`src/rtl/longframe_gen.sv`:
```
// Multi-channel frame-strobe generator: one frame counter over a programmable
// period, per-channel strobes at programmable phase/length, burst and stop control.

module longframe_lane #(
  parameter int WIDTH = 8
) (
  input  logic [WIDTH-1:0] cnt,
  input  logic [WIDTH-1:0] period,
  input  logic [WIDTH-1:0] len,
  input  logic [WIDTH-1:0] phase,
  input  logic             active,
  output logic             strb_d
);
  logic [WIDTH:0] pos;

  // Position relative to the phase, wrapping across the frame boundary.
  always_comb begin
    if (cnt >= phase) pos = {1'b0, cnt} - {1'b0, phase};
    else              pos = {1'b0, cnt} + {1'b0, period} + (WIDTH+1)'(1) - {1'b0, phase};
    strb_d = active && (phase <= period) && (pos < {1'b0, len});
  end
endmodule

module longframe_gen #(
  parameter int WIDTH    = 8,
  parameter int CHANNELS = 4
) (
  input  logic                      clk,
  input  logic                      rst,
  input  logic                      start,
  input  logic                      stop,
  input  logic                      cfg_mode,
  input  logic [WIDTH-1:0]          cfg_nframes,
  input  logic [WIDTH-1:0]          cfg_period,
  input  logic [CHANNELS*WIDTH-1:0] cfg_len,
  input  logic [CHANNELS*WIDTH-1:0] cfg_phase,
  output logic [CHANNELS-1:0]       strb,
  output logic                      frame_start,
  output logic                      done,
  output logic                      busy,
  output logic [WIDTH-1:0]          frame_cnt
);
  typedef enum logic [1:0] {IDLE, RUN, STOPPING} state_e;

  state_e state_q, state_d;
  logic [WIDTH-1:0] cnt_q, cnt_d;
  logic [WIDTH-1:0] frame_cnt_q, frame_cnt_d;
  logic [WIDTH-1:0] nframes_q, nframes_d;
  logic [WIDTH-1:0] period_q, period_d;
  logic             mode_q, mode_d;
  logic [CHANNELS-1:0][WIDTH-1:0] len_q, len_d, phase_q, phase_d;
  logic [CHANNELS-1:0] strb_q, strb_d;
  logic frame_start_q, frame_start_d;
  logic done_q, done_d;
  logic active, frame_end;

  assign active    = (state_q != IDLE);
  assign frame_end = active && (cnt_q == period_q);

  for (genvar i = 0; i < CHANNELS; i++) begin : g_lane
    longframe_lane #(.WIDTH(WIDTH)) u_lane (
      .cnt    (cnt_q),
      .period (period_q),
      .len    (len_q[i]),
      .phase  (phase_q[i]),
      .active (active),
      .strb_d (strb_d[i])
    );
  end

  always_comb begin
    state_d       = state_q;
    cnt_d         = cnt_q;
    frame_cnt_d   = frame_cnt_q;
    nframes_d     = nframes_q;
    period_d      = period_q;
    mode_d        = mode_q;
    len_d         = len_q;
    phase_d       = phase_q;
    frame_start_d = 1'b0;
    done_d        = 1'b0;
    case (state_q)
      IDLE: begin
        cnt_d = '0;
        if (start && !stop) begin
          state_d     = RUN;
          mode_d      = cfg_mode;
          nframes_d   = cfg_nframes;
          period_d    = cfg_period;
          len_d       = cfg_len;
          phase_d     = cfg_phase;
          frame_cnt_d = '0;
        end
      end
      RUN, STOPPING: begin
        frame_start_d = (cnt_q == '0);
        if (frame_end) begin
          cnt_d       = '0;
          frame_cnt_d = frame_cnt_q + 1'b1;
          period_d    = cfg_period;
          len_d       = cfg_len;
          phase_d     = cfg_phase;
          // A stop landing on the last cycle already ends the current frame.
          if (state_q == STOPPING || stop || (mode_q && frame_cnt_q == nframes_q)) begin
            state_d = IDLE;
            done_d  = 1'b1;
          end
        end else begin
          cnt_d = cnt_q + 1'b1;
          if (stop && state_q == RUN) state_d = STOPPING;
        end
      end
      default: state_d = IDLE;
    endcase
  end

  always_ff @(posedge clk) begin
    if (rst) begin
      state_q       <= IDLE;
      cnt_q         <= '0;
      frame_cnt_q   <= '0;
      nframes_q     <= '0;
      period_q      <= '0;
      mode_q        <= 1'b0;
      len_q         <= '0;
      phase_q       <= '0;
      strb_q        <= '0;
      frame_start_q <= 1'b0;
      done_q        <= 1'b0;
    end else begin
      state_q       <= state_d;
      cnt_q         <= cnt_d;
      frame_cnt_q   <= frame_cnt_d;
      nframes_q     <= nframes_d;
      period_q      <= period_d;
      mode_q        <= mode_d;
      len_q         <= len_d;
      phase_q       <= phase_d;
      strb_q        <= strb_d;
      frame_start_q <= frame_start_d;
      done_q        <= done_d;
    end
  end

  assign strb        = strb_q;
  assign frame_start = frame_start_q;
  assign done        = done_q;
  assign busy        = active;
  assign frame_cnt   = frame_cnt_q;
endmodule

```
`config.mk`:
```
export PLATFORM = sky130hd
export DESIGN_NAME = longframe_gen
export DESIGN_NICKNAME = d
export VERILOG_FILES = /design/src/rtl/longframe_gen.sv
export SDC_FILE = /design/constraint.sdc
export NUM_CORES = 1
export LEC_CHECK = 0
export ABC_AREA = 1
export CORE_ASPECT_RATIO = 1.4
export CORE_MARGIN = 2
export CORE_UTILIZATION = 52
export DETAILED_ROUTE_END_ITERATION = 10
export PLACE_DENSITY = 0.78
export SKIP_LAST_GASP = 1
export SYNTH_ARGS = -nofsm -noshare
export SYNTH_HDL_FRONTEND = slang
export SYNTH_SLANG_ARGS = --single-unit
```
`constraint.sdc`:
```
create_clock -name clk -period 3.1 [get_ports clk]
set_input_delay 0.93 -clock clk [delete_from_list [all_inputs] [get_ports clk]]
set_output_delay 0.93 -clock clk [all_outputs]
set_load 0.01 [all_outputs]
```
==> Word-level counts from Yosys, hierarchy flattened <==
Cells that the tools add are included.
{ "classes": {"n_mul": 0, "n_eq_ne": 8, "n_shift": 0, "n_reduce_logical": 25, "muxes": 24, "div": 0, "magnitude_cmp": 12, "n_bitwise": 2, "addsub": 12} }
{ "ops": {"columns": ["op", "n"], "rows": [
  ["32-bit two-way mux", 4],
  ["32-bit one-hot mux with 2 select lines", 2],
  ["8-bit one-hot mux with 2 select lines", 3],
  ["8-bit two-way mux", 5],
  ["9-bit by 8-bit less-than comparator with 1-bit output", 4],
  ["9-bit two-way mux", 4],
  ["8-bit by 8-bit subtractor with 9-bit output", 4],
  ["9-bit by 8-bit subtractor with 9-bit output", 4],
  ["8-bit >= comparator", 4],
  ["8-bit <= comparator", 4],
  ["8-bit by 1-bit adder with 8-bit output (second input constant)", 2],
  ["8-bit equality test", 2],
  ["1-bit logical AND", 12],
  ["8-bit by 8-bit adder with 9-bit output", 1],
  ["9-bit by 1-bit adder with 9-bit output (second input constant)", 1],
  ["8-bit zero test", 1],
  ["2-bit two-way mux", 4],
  ["3-bit != test (second input constant)", 2],
  ["3-bit AND reduction", 2],
  ["2-bit != test (second input constant)", 2],
  ["2-bit one-hot mux with 2 select lines", 1],
  ["2-bit nonzero test", 2],
  ["2-bit OR reduction", 2],
  ["3-bit OR reduction", 1],
  ["other kinds (8)", 10]
]} }
{ "totals": {"ram_bits": 0, "memories": 0, "rom_bits": 0, "regBits": 105, "elab_cells": 100, "in_bits": 85, "latch_bits": 0, "out_inout_bits": 15} }

==> Longest topological paths before layout <==
{ "depth": {"word_depth": 6, "depth_mapped": 27, "depth_no_buf": 27} }

==> Cells and area by module <==
A second synthesis with hierarchy kept.
{ "hier_totals": {"hier_cells": 1512, "hier_area_um2": 10382.5} }
{ "modules_own_cells": {"columns": ["mod", "instances", "area_each_um2", "cells_per_inst"], "rows": [
  ["longframe_gen", 1, 4355.4, 594],
  ["longframe_lane (g_lane[3].u_lane)", 1, 1524.0, 228],
  ["longframe_lane (g_lane[0].u_lane)", 1, 1502.7, 231],
  ["longframe_lane (g_lane[2].u_lane)", 1, 1502.7, 227],
  ["longframe_lane (g_lane[1].u_lane)", 1, 1497.7, 232]
]} }

==> Worst setup path before layout <==
No wires, ideal clock.
{ "synth_timing": {"kind": "reg2reg", "startpoint": "register cnt_q[0]", "endpoint": "register strb_q[1], in the netlist strb[1]", "stages_incl_launch_ff": 21, "period_less_slack_ns": 3.231, "required_time_ns": 3.030, "t_arrival_ns": 3.161, "slack_ns": -0.131, "path_cell_list": "dfxtp_1 -> inv_1 -> ha_1 -> inv_1 -> fa_1 -> nand3_1 -> nand3_1 -> a21oi_1 -> xnor2_1 -> ha_1 -> inv_1 -> o311ai_0 -> xor2_1 -> nand2_1 -> o21ai_0 -> ha_1 -> inv_1 -> nand2_1 -> a41oi_1 -> nand3_1 -> a21oi_1"} }
{ "synth_between": {"elab_chain_cells": 6} }
{ "synth_lines": {"columns": ["element", "line", "text"], "rows": [
  ["from (decl)", "46", "logic [WIDTH-1:0] cnt_q, cnt_d;"],
  ["from (signal assigned)", "132", "cnt_q <= cnt_d;"],
  ["8-bit by 8-bit adder with 9-bit output", "19", "else pos = {1'b0, cnt} + {1'b0, period} + (WIDTH+1)'(1) - {1'b0, phase};"],
  ["9-bit by 1-bit adder with 9-bit output", "19", null],
  ["9-bit by 8-bit subtractor with 9-bit output", "19", null],
  ["9-bit two-way mux *", "18", "if (cnt >= phase) pos = {1'b0, cnt} - {1'b0, phase};"],
  ["9-bit by 8-bit less-than comparator with 1-bit output *", "20", "strb_d = active && (phase <= period) && (pos < {1'b0, len});"],
  ["1-bit logical AND *", "20", null],
  ["to (signal assigned)", "139", "strb_q <= strb_d;"],
  ["to (decl)", "52", "logic [CHANNELS-1:0] strb_q, strb_d;"]
]} }
Every way passes the cells marked *; elsewhere a longest branch is shown, timed or not.
A chain may end at the register's enable or synchronous reset.

==> Final worst setup path <==
{ "layout_timing": {"startpoint": "register period_q[0]", "endpoint": "register strb_q[1], in the netlist strb[1]"} }
{ "layout_between": {"elab_chain_cells": 6} }
{ "layout_lines": {"columns": ["element", "line", "text"], "rows": [
  ["from (decl)", "49", "logic [WIDTH-1:0] period_q, period_d;"],
  ["from (signal assigned)", "135", "period_q <= period_d;"],
  ["8-bit by 8-bit adder with 9-bit output", "19", null],
  ["9-bit by 1-bit adder with 9-bit output", "19", null],
  ["9-bit by 8-bit subtractor with 9-bit output", "19", null],
  ["9-bit two-way mux", "18", null],
  ["9-bit by 8-bit less-than comparator with 1-bit output", "20", null],
  ["1-bit logical AND *", "20", null]
]} }
Marks and branches as above.

==> results.tsv <==
metric	value	unit
status	finished with violations	
violated checks	setup timing	
RSZ-0062 raised after global routing	yes	
Initial DRT Pass Iterations	5	
GPL Wtd Cong	0.928	
first-pass GRT wire length	41700	um
# nets final	1662	
Reg area	2110	sq um
post-route cell area	11400	sq um
sequential area share after synthesis	0.238	
first-iteration detailed-routing DRC count	628	
GR Util met3	0.0396	
average size of a mapped cell	6.95	sq um
die area	18100	sq um
Syn Nets	1505	
hpwl dp	20200	um
boundary pin count	100	
Slew Limit Fails	0	
total CTS buffers	9	
Non-Filler Instances	1637	
Seq cells post-synth	105	
Die W	114	um
Layout area overhead	28.7	%
Period minus WS final	3.42	ns
CTS Buffer Depth	2	
number of fill cells	1376	
placed instance area	10500	sq um
DRC viols	0	
CP Max Fanout	4	
share of cells above drive strength 1	0.132	
Slew @ Worst Pin	0.590	ns
vias in the first global route	8711	
CP startpoint	period_q[0]	
final setup fails	4	
Most Used Layer, Global Route	met2	
Cells after DPL	1611	
count of input and output buffers	99	
drt via density	5.69	
GRT Util Overall	0.297	
Fin. Hold Viols	0	
initial antenna violation count	0	
FP Rows	56	
WP data required	3.40	ns
clk_lat worst skew	0.37	ns
Hold Crit Class	reg2reg	
root buffer cell	clkbuf_16	
final wirelength	27400	um
Setup Skew	0.00831	ns
Most used DFF post-synth	dfxtp_1	
yosys warns	0	
Data arrival, critical path	3.72	ns
post-synthesis async set-or-reset flop share	0	
worst reg2reg startpoint	period_q[0]	
Vias	9317	
crit share post-route	1.10	
chip height	158	um
max cap viols	0	
max frequency	292	MHz
Worst-path clk slew	0.07	ns
Setup crit start kind	flop	
crit end category	flop	
remaining global-route overflow	0	
post-synthesis cell type count	45	
CTS tree	done	
kind of critical path	reg2reg	
Routed Antenna Nets	0	
WL per Instance	16.7	um
clk sink count	105	
commonest non-fill, non-tap cell in the layout	nand2_1	
relative slew slack	0.606	
Worst Hold Margin	0.459	ns
H-tree lvl count	3	
Post-synth EDFFs	0	
grt met1 use	0.328	
Syn Std Cell Area	8840	sq um
GR Layer Usage met2	0.531	
hold wc startpoint	len_q[6]	
pin count of the biggest net entering global routing	46	
antenna cells	0	
Initial Utilization	0.530	
total core area	16700	sq um
Cells after Synth	1272	
PnR worst setup slack	-0.320	ns
multi-input logic area	6310	sq um
most frequent cells in the layout	nand2_1 (213), inv_1 (187), a21oi_1 (163)	
-- routing by layer --
layer,part of all wire,vias up
met2,0.49,359
met4,0.069,0
met5,0,-
met1,0.39,4266
met3,0.058,111
li1,-,4581
-- worst paths after layout --
path                            endpoint  slack [ns]  cells past startpoint
worst max register to register   strb[1]       -0.32                     16
worst min-delay path            len_q[6]        0.46                      2
worst min register to register  len_q[6]        0.46                      2
worst max-delay path             strb[1]       -0.32                     16
-- repair_timing --
action | in CTS | in global routing
pin swaps | 11 | 49
hold endpoints to repair | 0 | 0
buffers inserted | 2 | 8
resized for setup | 39 | 66
hold buffers | 0 | 0
endpoints found under the setup margin | 4 | 4
-- sequential cells by signal, indices dropped and copies added, names as in the netlist --
signal,cells
cnt_q,8
done,1
frame_cnt,8
frame_start,1
len_q,32
mode_q,1
nframes_q,8
period_q,8
phase_q,32
state_q,2
strb,4
-- per-stage QoR --
step                TNS [ns]  setup WS [ns]   util
finish                -0.990         -0.320  0.682
global placement       -1.43         -0.459  0.627
CTS                   -0.927         -0.255  0.659
global route           -1.64         -0.466  0.682
detailed placement     -1.73         -0.492  0.627
floorplan           -0.00544       -0.00544      -
-- Yosys cell counts (3+ instances only) --
cell / number / share of area
buf_2: 5 / 0.0028
xor2_1: 26 / 0.026
buf_6: 8 / 0.010
clkbuf_2: 4 / 0.0023
nand2_1: 217 / 0.092
dfxtp_1: 105 / 0.24
a21oi_1: 171 / 0.097
nor2_1: 75 / 0.032
xnor2_1: 12 / 0.012
a211oi_1: 6 / 0.0051
o22ai_1: 5 / 0.0035
nor3_1: 22 / 0.012
a21oi_2: 3 / 0.0030
o211ai_1: 4 / 0.0034
inv_2: 4 / 0.0017
or2_2: 4 / 0.0028
nand3_1: 51 / 0.029
nand4_1: 12 / 0.0085
fa_1: 9 / 0.020
o21ai_0: 140 / 0.079
a31oi_1: 7 / 0.0050
inv_1: 200 / 0.085
ha_1: 139 / 0.20
o21bai_1: 3 / 0.0025
clkbuf_1: 12 / 0.0051
-- area by class of cell --
type	count	area share
multi-input cells	932	0.555
well taps	203	0.0223
clock buffers	9	0.0198
inverters	204	0.0681
clock inverters	7	0.00539
flip-flops and latches	105	0.185
repair buffers	177	0.144
-- kinds of logic (layout without fill, tap and decap cells) --
logic type	count (synthesis)	after routing	share of synthesized area
adders and majority gates	148	148	0.217
and+or+nand+nor	390	390	0.185
buffers and inverters	235	397	0.108
muxes	2	2	0.00227
xor gates and xnor gates	38	38	0.0377
AOI/OAI and AO/OA	354	354	0.212
DFF	105	105	0.238
-- worst max-delay path: stages (launching register included) --
cell,delay [ns]
dfxtp_2,0.33
inv_2,0.07
ha_4,0.13
inv_2,0.04
fa_2,0.56
clkinvlp_4,0.24
fa_2,0.42
o21ai_2,0.20
nand2_1,0.09
nand2_1,0.09
o21ai_0,0.13
o21ai_0,0.30
inv_1,0.10
ha_1,0.31
a21oi_1,0.15
nand2_1,0.08
a21oi_1,0.11
Power is not shown: default switching activity piles up to over one toggle a cycle in this logic, so the estimate is an artifact.
